[src/rtl/rr_prio_stream_arbiter.sv]
// N-to-1 valid/ready stream arbiter with fixed or round-robin priority,
// optional decision lock-in under sink backpressure, and payload mux.
module rr_prio_stream_arbiter #(
  parameter int NumReq     = 4,
  parameter int DataWidth  = 32,
  parameter bit RoundRobin = 1'b1,
  parameter bit LockIn     = 1'b1,
  localparam int IdxWidth  = (NumReq > 1) ? $clog2(NumReq) : 1
) (
  input  logic                        clk_i,
  input  logic                        rst_ni,
  input  logic                        flush_i,
  input  logic [NumReq-1:0]           req_i,
  input  logic [NumReq*DataWidth-1:0] data_i,
  output logic [NumReq-1:0]           gnt_o,
  output logic                        req_o,
  input  logic                        gnt_i,
  output logic [DataWidth-1:0]        data_o,
  output logic [IdxWidth-1:0]         idx_o
);

  logic                r_lock;
  logic [IdxWidth-1:0] r_sel;
  logic [IdxWidth-1:0] r_rr;

  logic [IdxWidth-1:0] w_arb_idx;
  logic                w_hit;
  logic                w_lock_req;
  logic [IdxWidth-1:0] w_rr_nxt;
  logic                w_xfer;
  int                  w_base;

  // Two ascending passes: from the start pointer to the top, then wrap.
  always_comb begin
    w_base    = RoundRobin ? int'(r_rr) : 0;
    w_arb_idx = RoundRobin ? r_rr : '0;
    w_hit     = 1'b0;
    for (int i = 0; i < NumReq; i++) begin
      if (!w_hit && req_i[i] && (i >= w_base)) begin
        w_hit     = 1'b1;
        w_arb_idx = IdxWidth'(i);
      end
    end
    for (int i = 0; i < NumReq; i++) begin
      if (!w_hit && req_i[i]) begin
        w_hit     = 1'b1;
        w_arb_idx = IdxWidth'(i);
      end
    end
  end

  always_comb begin
    w_lock_req = 1'b0;
    for (int i = 0; i < NumReq; i++) begin
      if (r_sel == IdxWidth'(i)) w_lock_req = req_i[i];
    end
  end

  assign idx_o  = r_lock ? r_sel : w_arb_idx;
  assign req_o  = r_lock ? w_lock_req : |req_i;
  assign w_xfer = req_o & gnt_i;

  always_comb begin
    data_o = data_i[DataWidth-1:0];
    gnt_o  = '0;
    for (int i = 0; i < NumReq; i++) begin
      if (idx_o == IdxWidth'(i)) begin
        data_o   = data_i[i*DataWidth +: DataWidth];
        gnt_o[i] = gnt_i & req_o;
      end
    end
  end

  assign w_rr_nxt = (idx_o == IdxWidth'(NumReq - 1)) ? '0
                  : idx_o + IdxWidth'(1);

  always_ff @(posedge clk_i or negedge rst_ni) begin
    if (!rst_ni) begin
      r_lock <= 1'b0;
      r_sel  <= '0;
      r_rr   <= '0;
    end else if (flush_i) begin
      r_lock <= 1'b0;
      r_sel  <= '0;
      r_rr   <= '0;
    end else begin
      if (RoundRobin && w_xfer) r_rr <= w_rr_nxt;
      if (LockIn) begin
        if (w_xfer) begin
          r_lock <= 1'b0;
        end else if (r_lock && !w_lock_req) begin
          r_lock <= 1'b0;
        end else if (req_o && !gnt_i) begin
          r_lock <= 1'b1;
          r_sel  <= idx_o;
        end
      end
    end
  end

endmodule

[config.mk]
export PLATFORM = sky130hd
export DESIGN_NAME = rr_prio_stream_arbiter
export DESIGN_NICKNAME = d
export VERILOG_FILES = /design/src/rtl/rr_prio_stream_arbiter.sv
export SDC_FILE = /design/constraint.sdc
export NUM_CORES = 1
export LEC_CHECK = 0
export BUFFER_PORTS_ARGS = -buffer_cell sky130_fd_sc_hd__buf_2
export CAP_MARGIN = 20
export CORE_MARGIN = 2
export CORE_UTILIZATION = 30
export DETAILED_ROUTE_END_ITERATION = 16
export GPL_ROUTABILITY_DRIVEN = 1
export PLACE_DENSITY = 0.75
export SLEW_MARGIN = 20
export SYNTH_ARGS = -nofsm -noshare
export SYNTH_HDL_FRONTEND = slang
export SYNTH_SLANG_ARGS = --single-unit
[constraint.sdc]
create_clock -name clk_i -period 3.05 [get_ports clk_i]
set_clock_uncertainty 0.1 [all_clocks]
set_input_delay 0.61 -clock clk_i [delete_from_list [all_inputs] [get_ports clk_i]]
set_output_delay 0.61 -clock clk_i [all_outputs]
set_load 0.03 [all_outputs]
==> reports/results.ini, run 1 <==
[timing]
slew_headroom_pct = 76.6
clock.fmax_mhz = 307
slew_violations = 0
period_needed_ns = 3.26
worst_pin_slew_ns = 0.348
min_period_over_period_pct = 107
fin_ws_ns = -0.206
setup_viol = 33
fin_setup_tns_ns = -4.34
rsz0062_at_grt = true
timing_hold_violations_final = 0

[logic_synthesis]
yosys.area_share.simple_pct = 28.1
synth_most_common_cell = nor2_1
synthTopCellsByCount = 38 x nor2_1, 34 x a21oi_1, 34 x mux2i_1, 34 x o21ai_0, 33 x nand2_1
async_reset_ff_share_pct = 100
synth_xor_area_share_pct = 0
yosys-top-cells-area = mux2i_1 23%, a21oi_1 12%, o21ai_0 12%, nor2_1 9.8%, dfrtp_1 8.6%
synth_top_area_share_pct = 23.5
syn_inst = 236
synth_fa_ha_area_share_pct = 3.45
syn_avg_cell_area_um2 = 6.14
synth_top_family_by_area = compound AO/OA/AOI/OAI gates
synth.distinct_cells = 34
syn_nets = 376
synth_edf_count = 0
synth.area.mux_share_pct = 23.5
synth_compound_area_share_pct = 30.7
synth_seq_cells = 5
yosysTopAreaCell = mux2i_1
synth_flop_cell = dfrtp_1
ys_warn_count = 0
ys_seq_area_share_pct = 8.64
syn_area_um2 = 1450

[clocking]
cts_hold_buf = 0
cts_sinks = 5
cts-buffers-inserted = 3
clk_pin_slew_ns = 0.03
clock_path_buffers = 2
clock_latency_ns = 0.22
root_buffer = clkbuf_8
htreeDepth = 1
cts_tree = yes

[cells_and_area]
antennaDiodeCount = 0
fin_nets = 569
drive_gt1_share_pct = 65.9
final_util_pct = 70.8
syn_to_final_growth_pct = 129
final_cell_count_no_fill = 482

[power_and_ir_drop]
vdd_ir_drop_max_mv = 0.352
total_leakage_power_nw = 1.58
report.power.total_w = 0.00159
power.density_nw_per_um2 = 478

[die]
die_y_um = 73.5
die_x_um = 73.5
start_util_pct = 30.9
io_pins = 175
fp-row-count = 25
coreArea_um2 = 4690
die_area_um2 = 5400

[worst_setup_path]
critical-path-max-stage-delay_ns = 0.42
critical_path_class = in -> out
worst_path_max_delay_cell = o41a_1
worst_path_most_repeated_cell = buf_6
crit_family = buffers and inverters
r2r_cells = 6
path_buf_inv = 5
timing.critical_path.to_type = output pin
path_cells = clkbuf_4, nand2b_4, and3_4, o41a_1, inv_4, ha_4, buf_6, clkbuf_16, mux2i_1, nor2_1, a21oi_2, o21ai_2, buf_6
startpoint_type = primary input
worstPathArrival_ns = 2.55
r2r-end = r_rr[1]
required_ns = 2.34
rrSetupSlack_ns = 1.06
r2r_start = r_rr[1]
worstPathMaxFanout = 5

[placed_design]
port_buffers = 174
pre_cts_slack_ns = -0.222
post-dp-hpwl_mm = 4.83
placed_cells = 463
gp_congestion = 0.803

[global_routing]
grt_remaining_overflow = 0
grt_pass1_wl_mm = 9.34
grt_usage_pct = 21.2
antenna_found_initial = 0
grt_pass1_vias = 2151
grt_max_degree = 34

[detailed_routing]
wl_mm = 7.28
vias_per_cell = 5.11
vias = 2462
dr.pass1.iters = 4
ant_nets = 0
drt_iter0_markers = 79
wl_per_cell_um = 15.1
drc = 0

[status]
failed_checks = setup timing
status = finished, violations left

[worst_hold_path]
holdCritPathClass = in -> async

[run]
maxCapViolCount = 0

-- state kept, by name, summed over array words and instances (netlist names) --
name / flops
r_lock: 1
r_rr: 2
r_sel: 2
-- cells in the final DEF, fill, tap and decap left out, types with 2 or more instances in the layout --
cell / n
dfrtp_1: 4
clkbuf_4: 2
buf_2: 138
nor2_2: 2
nor2_1: 36
mux2i_1: 34
clkbuf_16: 4
and2_1: 4
a211oi_1: 2
buf_12: 8
nor3_1: 2
clkbuf_8: 3
nor4_1: 2
buf_6: 37
ha_4: 3
a21oi_2: 25
nor2b_1: 2
o21ai_2: 32
buf_4: 14
buf_8: 2
nand2_1: 33
nand2b_1: 2
a21oi_1: 9
-- cell type report --
cell class | instances | area [um^2]
clock buffer | 4 | 45.0
inverter | 3 | 13.8
multi-input combinational | 210 | 1530
tap | 54 | 67.6
fill | 364 | 1370
sequential | 5 | 126
timing repair buffer | 206 | 1550
-- per-layer routing --
layer	global-route usage [%]	vias to the layer above	share of wire, %
li1	-	1226	-
met1	24.4	1113	39
met2	40.0	113	53
met3	3.29	10	7.1
met4	5.66	0	0.99
met5	0	-	0
-- timing repair --
| action | in CTS | in global routing |
|---|---|---|
| gates resized for setup | 74 | 38 |
| setup endpoints to repair | 34 | 34 |
| pin swaps | 5 | 26 |
| setup buffers | 2 | 7 |
| cloned | 2 | 5 |
-- metrics by stage --
| stage | instance area [um^2] | hold WS [ns] |
|---|---|---|
| floorplan | 1660 | 0.214 |
| global placement | 2690 | 0.322 |
| detailed placement | 2690 | 0.323 |
| CTS | 3030 | 0.0888 |
| global route | 3320 | 0.0954 |
| finish | 3320 | 0.0926 |
-- worst max-delay path by stage --
| stage | from | to | cells after the start |
|---|---|---|---|
| 3_3_place_gp | req_i[2] | data_o[21] | 11 |
| 3_5_place_dp | req_i[3] | data_o[21] | 12 |
| 2_1_floorplan | req_i[2] | data_o[10] | 11 |
| 6_report | req_i[1] | data_o[30] | 13 |
| 4_1_cts | req_i[2] | data_o[20] | 13 |
| 5_1_grt | r_rr[1] | data_o[30] | 12 |
-- power by group --
group / total [W] / internal [W] / switching (W)
Clock: 0.000120 / 0.0000896 / 0.0000309
Combinational: 0.00138 / 0.000655 / 0.000730
Sequential: 0.0000845 / 0.0000738 / 0.0000107
Total: 0.00159 / 0.000818 / 0.000771
-- cells by family after synthesis --
group                    after synthesis
AO/OA/AOI/OAI                         80
adder cells (fa/ha/maj)                4
buffers and inverters                 21
flip-flops                             5
multiplexers                          34
AND/OR/NAND/NOR                       92
Power figures use the tool's default switching activity.
==> inputs of run 2 (changes only) <==
ABC_AREA = 1   (was unset)
CORE_UTILIZATION = 31   (was 30)
PLACE_DENSITY = 0.76   (was 0.75)
==> reports/results.ini, run 2 <==
[logic_synthesis]
syn_inst = 298
synth_top_area_share_pct = 28.3
synth_edf_count = 0
synthTopCellsByCount = 113 x nand2_1, 63 x o21ai_0, 38 x nand3_1
ys_warn_count = 0
yosys-top-cells-area = nand2_1 28%, o21ai_0 21%, nand3_1 13%, dfrtp_1 8.4%, inv_1 5.0%
async_reset_ff_share_pct = 100
synth.distinct_cells = 22
synth_seq_cells = 5
syn_area_um2 = 1500
ys_seq_area_share_pct = 8.36
syn_avg_cell_area_um2 = 5.02
syn_nets = 438
synth_flop_cell = dfrtp_1
yosysTopAreaCell = nand2_1
synth_most_common_cell = nand2_1

[timing]
slew_violations = 0
fin_setup_tns_ns = -4.43
fin_ws_ns = -0.193
rsz0062_at_grt = true
clock.fmax_mhz = 308
worst_pin_slew_ns = 0.330
timing_hold_violations_final = 0
slew_headroom_pct = 78.0
setup_viol = 33
period_needed_ns = 3.24
min_period_over_period_pct = 106

[detailed_routing]
wl_per_cell_um = 15.3
ant_nets = 0
dr.pass1.iters = 4
drc = 0
drt_iter0_markers = 111
vias = 2904
vias_per_cell = 5.26
wl_mm = 8.47

[clocking]
htreeDepth = 1
cts_tree = yes
clock_path_buffers = 2
clk_pin_slew_ns = 0.04
cts-buffers-inserted = 3
clock_latency_ns = 0.22
root_buffer = clkbuf_8
cts_sinks = 5

[worst_hold_path]
holdCritPathClass = in -> async

[die]
die_x_um = 73.5
die_y_um = 73.5
io_pins = 175
die_area_um2 = 5400
fp-row-count = 25
start_util_pct = 31.9
coreArea_um2 = 4690

[global_routing]
grt_pass1_vias = 2460
grt_usage_pct = 24.1
antenna_found_initial = 0
grt_remaining_overflow = 0
grt_pass1_wl_mm = 10.5
grt_max_degree = 33

[power_and_ir_drop]
power.density_nw_per_um2 = 660
total_leakage_power_nw = 1.88
report.power.total_w = 0.00240
vdd_ir_drop_max_mv = 0.545

[worst_setup_path]
worstPathMaxFanout = 6
rrSetupSlack_ns = 1.02
startpoint_type = register
timing.critical_path.to_type = output pin
required_ns = 2.34
r2r_start = r_rr[1]
critical_path_class = reg -> out
critPathLaunch = r_rr[1]
worstPathArrival_ns = 2.53

[placed_design]
pre_cts_slack_ns = -0.190
placed_cells = 530
port_buffers = 174
gp_congestion = 0.946
post-dp-hpwl_mm = 4.95

[cells_and_area]
drive_gt1_share_pct = 64.5
final_util_pct = 77.5
fin_nets = 639
final_cell_mix = 140 x buf_2, 102 x nand2_1, 43 x o21ai_2
final_cell_count_no_fill = 552
seqCellArea_um2 = 126
final_common_cell = buf_2
fill_cells = 332
multiInputGateArea_um2 = 1630
syn_to_final_growth_pct = 143
largestRegisters = r_rr x2, r_sel x2, r_lock x1
antennaDiodeCount = 0

[status]
failed_checks = setup timing
status = finished, violations left

[run]
maxCapViolCount = 0

[run 2: changes by cell type after synthesis, sizes merged, moves of 7 or more]
cell and change:
o21ai +32, nand2 +87, a21oi -31, mux2i -34, nand3 +38, nor2 -28, buf +7, inv +17
[run 2: cell type report]
cell class	count	share of cell area, %
flip-flops and latches	5	3.48
well taps	54	1.86
multi-input cells	252	44.8
repair buffers	217	46.0
inverters	20	2.62
clock buffers	4	1.24
[run 2: cell families after synthesis]
family	after synthesis	share of synthesized area [%]
adders and majority gates	4	3.34
buffers and inverters	41	10.9
AOI/OAI and AO/OA	76	28.4
and+or+nand+nor	172	49.0
DFF	5	8.36
[run 2: layer usage]
metal  part of all wire (%)  global-route usage [%]  up-vias  routed length [um]
met1                     37                    27.6     1321                3140
li1                       -                       -     1404                   -
met2                     54                    47.6      165                4580
met3                    8.1                    2.74       14                 688
met4                   0.85                    3.64        0                  72
met5                      0                       0        -                   0
[run 2: repair_timing]
action | CTS | global route
buffers inserted | 5 | 5
resized for setup | 111 | 74
endpoints found under the setup margin | 33 | 36
gates cloned | 4 | 7
pin swaps | 19 | 39
hold buffers | 0 | 0
[run 2: worst paths after layout]
kind	to	cells after the start
setup / recovery	data_o[6]	16
hold / removal	r_lock	1
setup reg to reg	r_rr[1]	11
hold reg to reg	r_sel[1]	2
max in group asynchronous	r_rr[1]	1
min in group clk_i	r_sel[1]	2
[run 2: power breakdown]
group	internal [W]	leakage [nW]	total, W	switching [W]
sequential	0.0000752	0.0652	0.0000903	0.0000151
clock	0.0000896	0.0228	0.000121	0.0000314
combinational	0.000996	1.79	0.00219	0.00119
total	0.00116	1.88	0.00240	0.00124
[run 2: through the flow]
| stage | area [um^2] | hold WS, ns |
|---|---|---|
| 2_1_floorplan | 1680 | 0.214 |
| 3_3_place_gp | 2730 | 0.325 |
| 3_5_place_dp | 2730 | 0.327 |
| 4_1_cts | 3230 | 0.0946 |
| 5_1_grt | 3640 | 0.0993 |
| 6_report | 3640 | 0.0927 |
[run 2: critical path, stage by stage, from the launching register on]
cell       delay [ns]
dfrtp_2          0.43
nor2_4           0.07
nand2_2          0.11
nand2_4          0.07
a21oi_4          0.15
nand4_1          0.15
nand3_1          0.15
nand2_2          0.10
nand2_4          0.11
ha_4             0.19
buf_6            0.14
clkbuf_16        0.14
nand2_1          0.06
nand3_1          0.06
o21ai_1          0.07
o21ai_2          0.16
buf_6            0.15
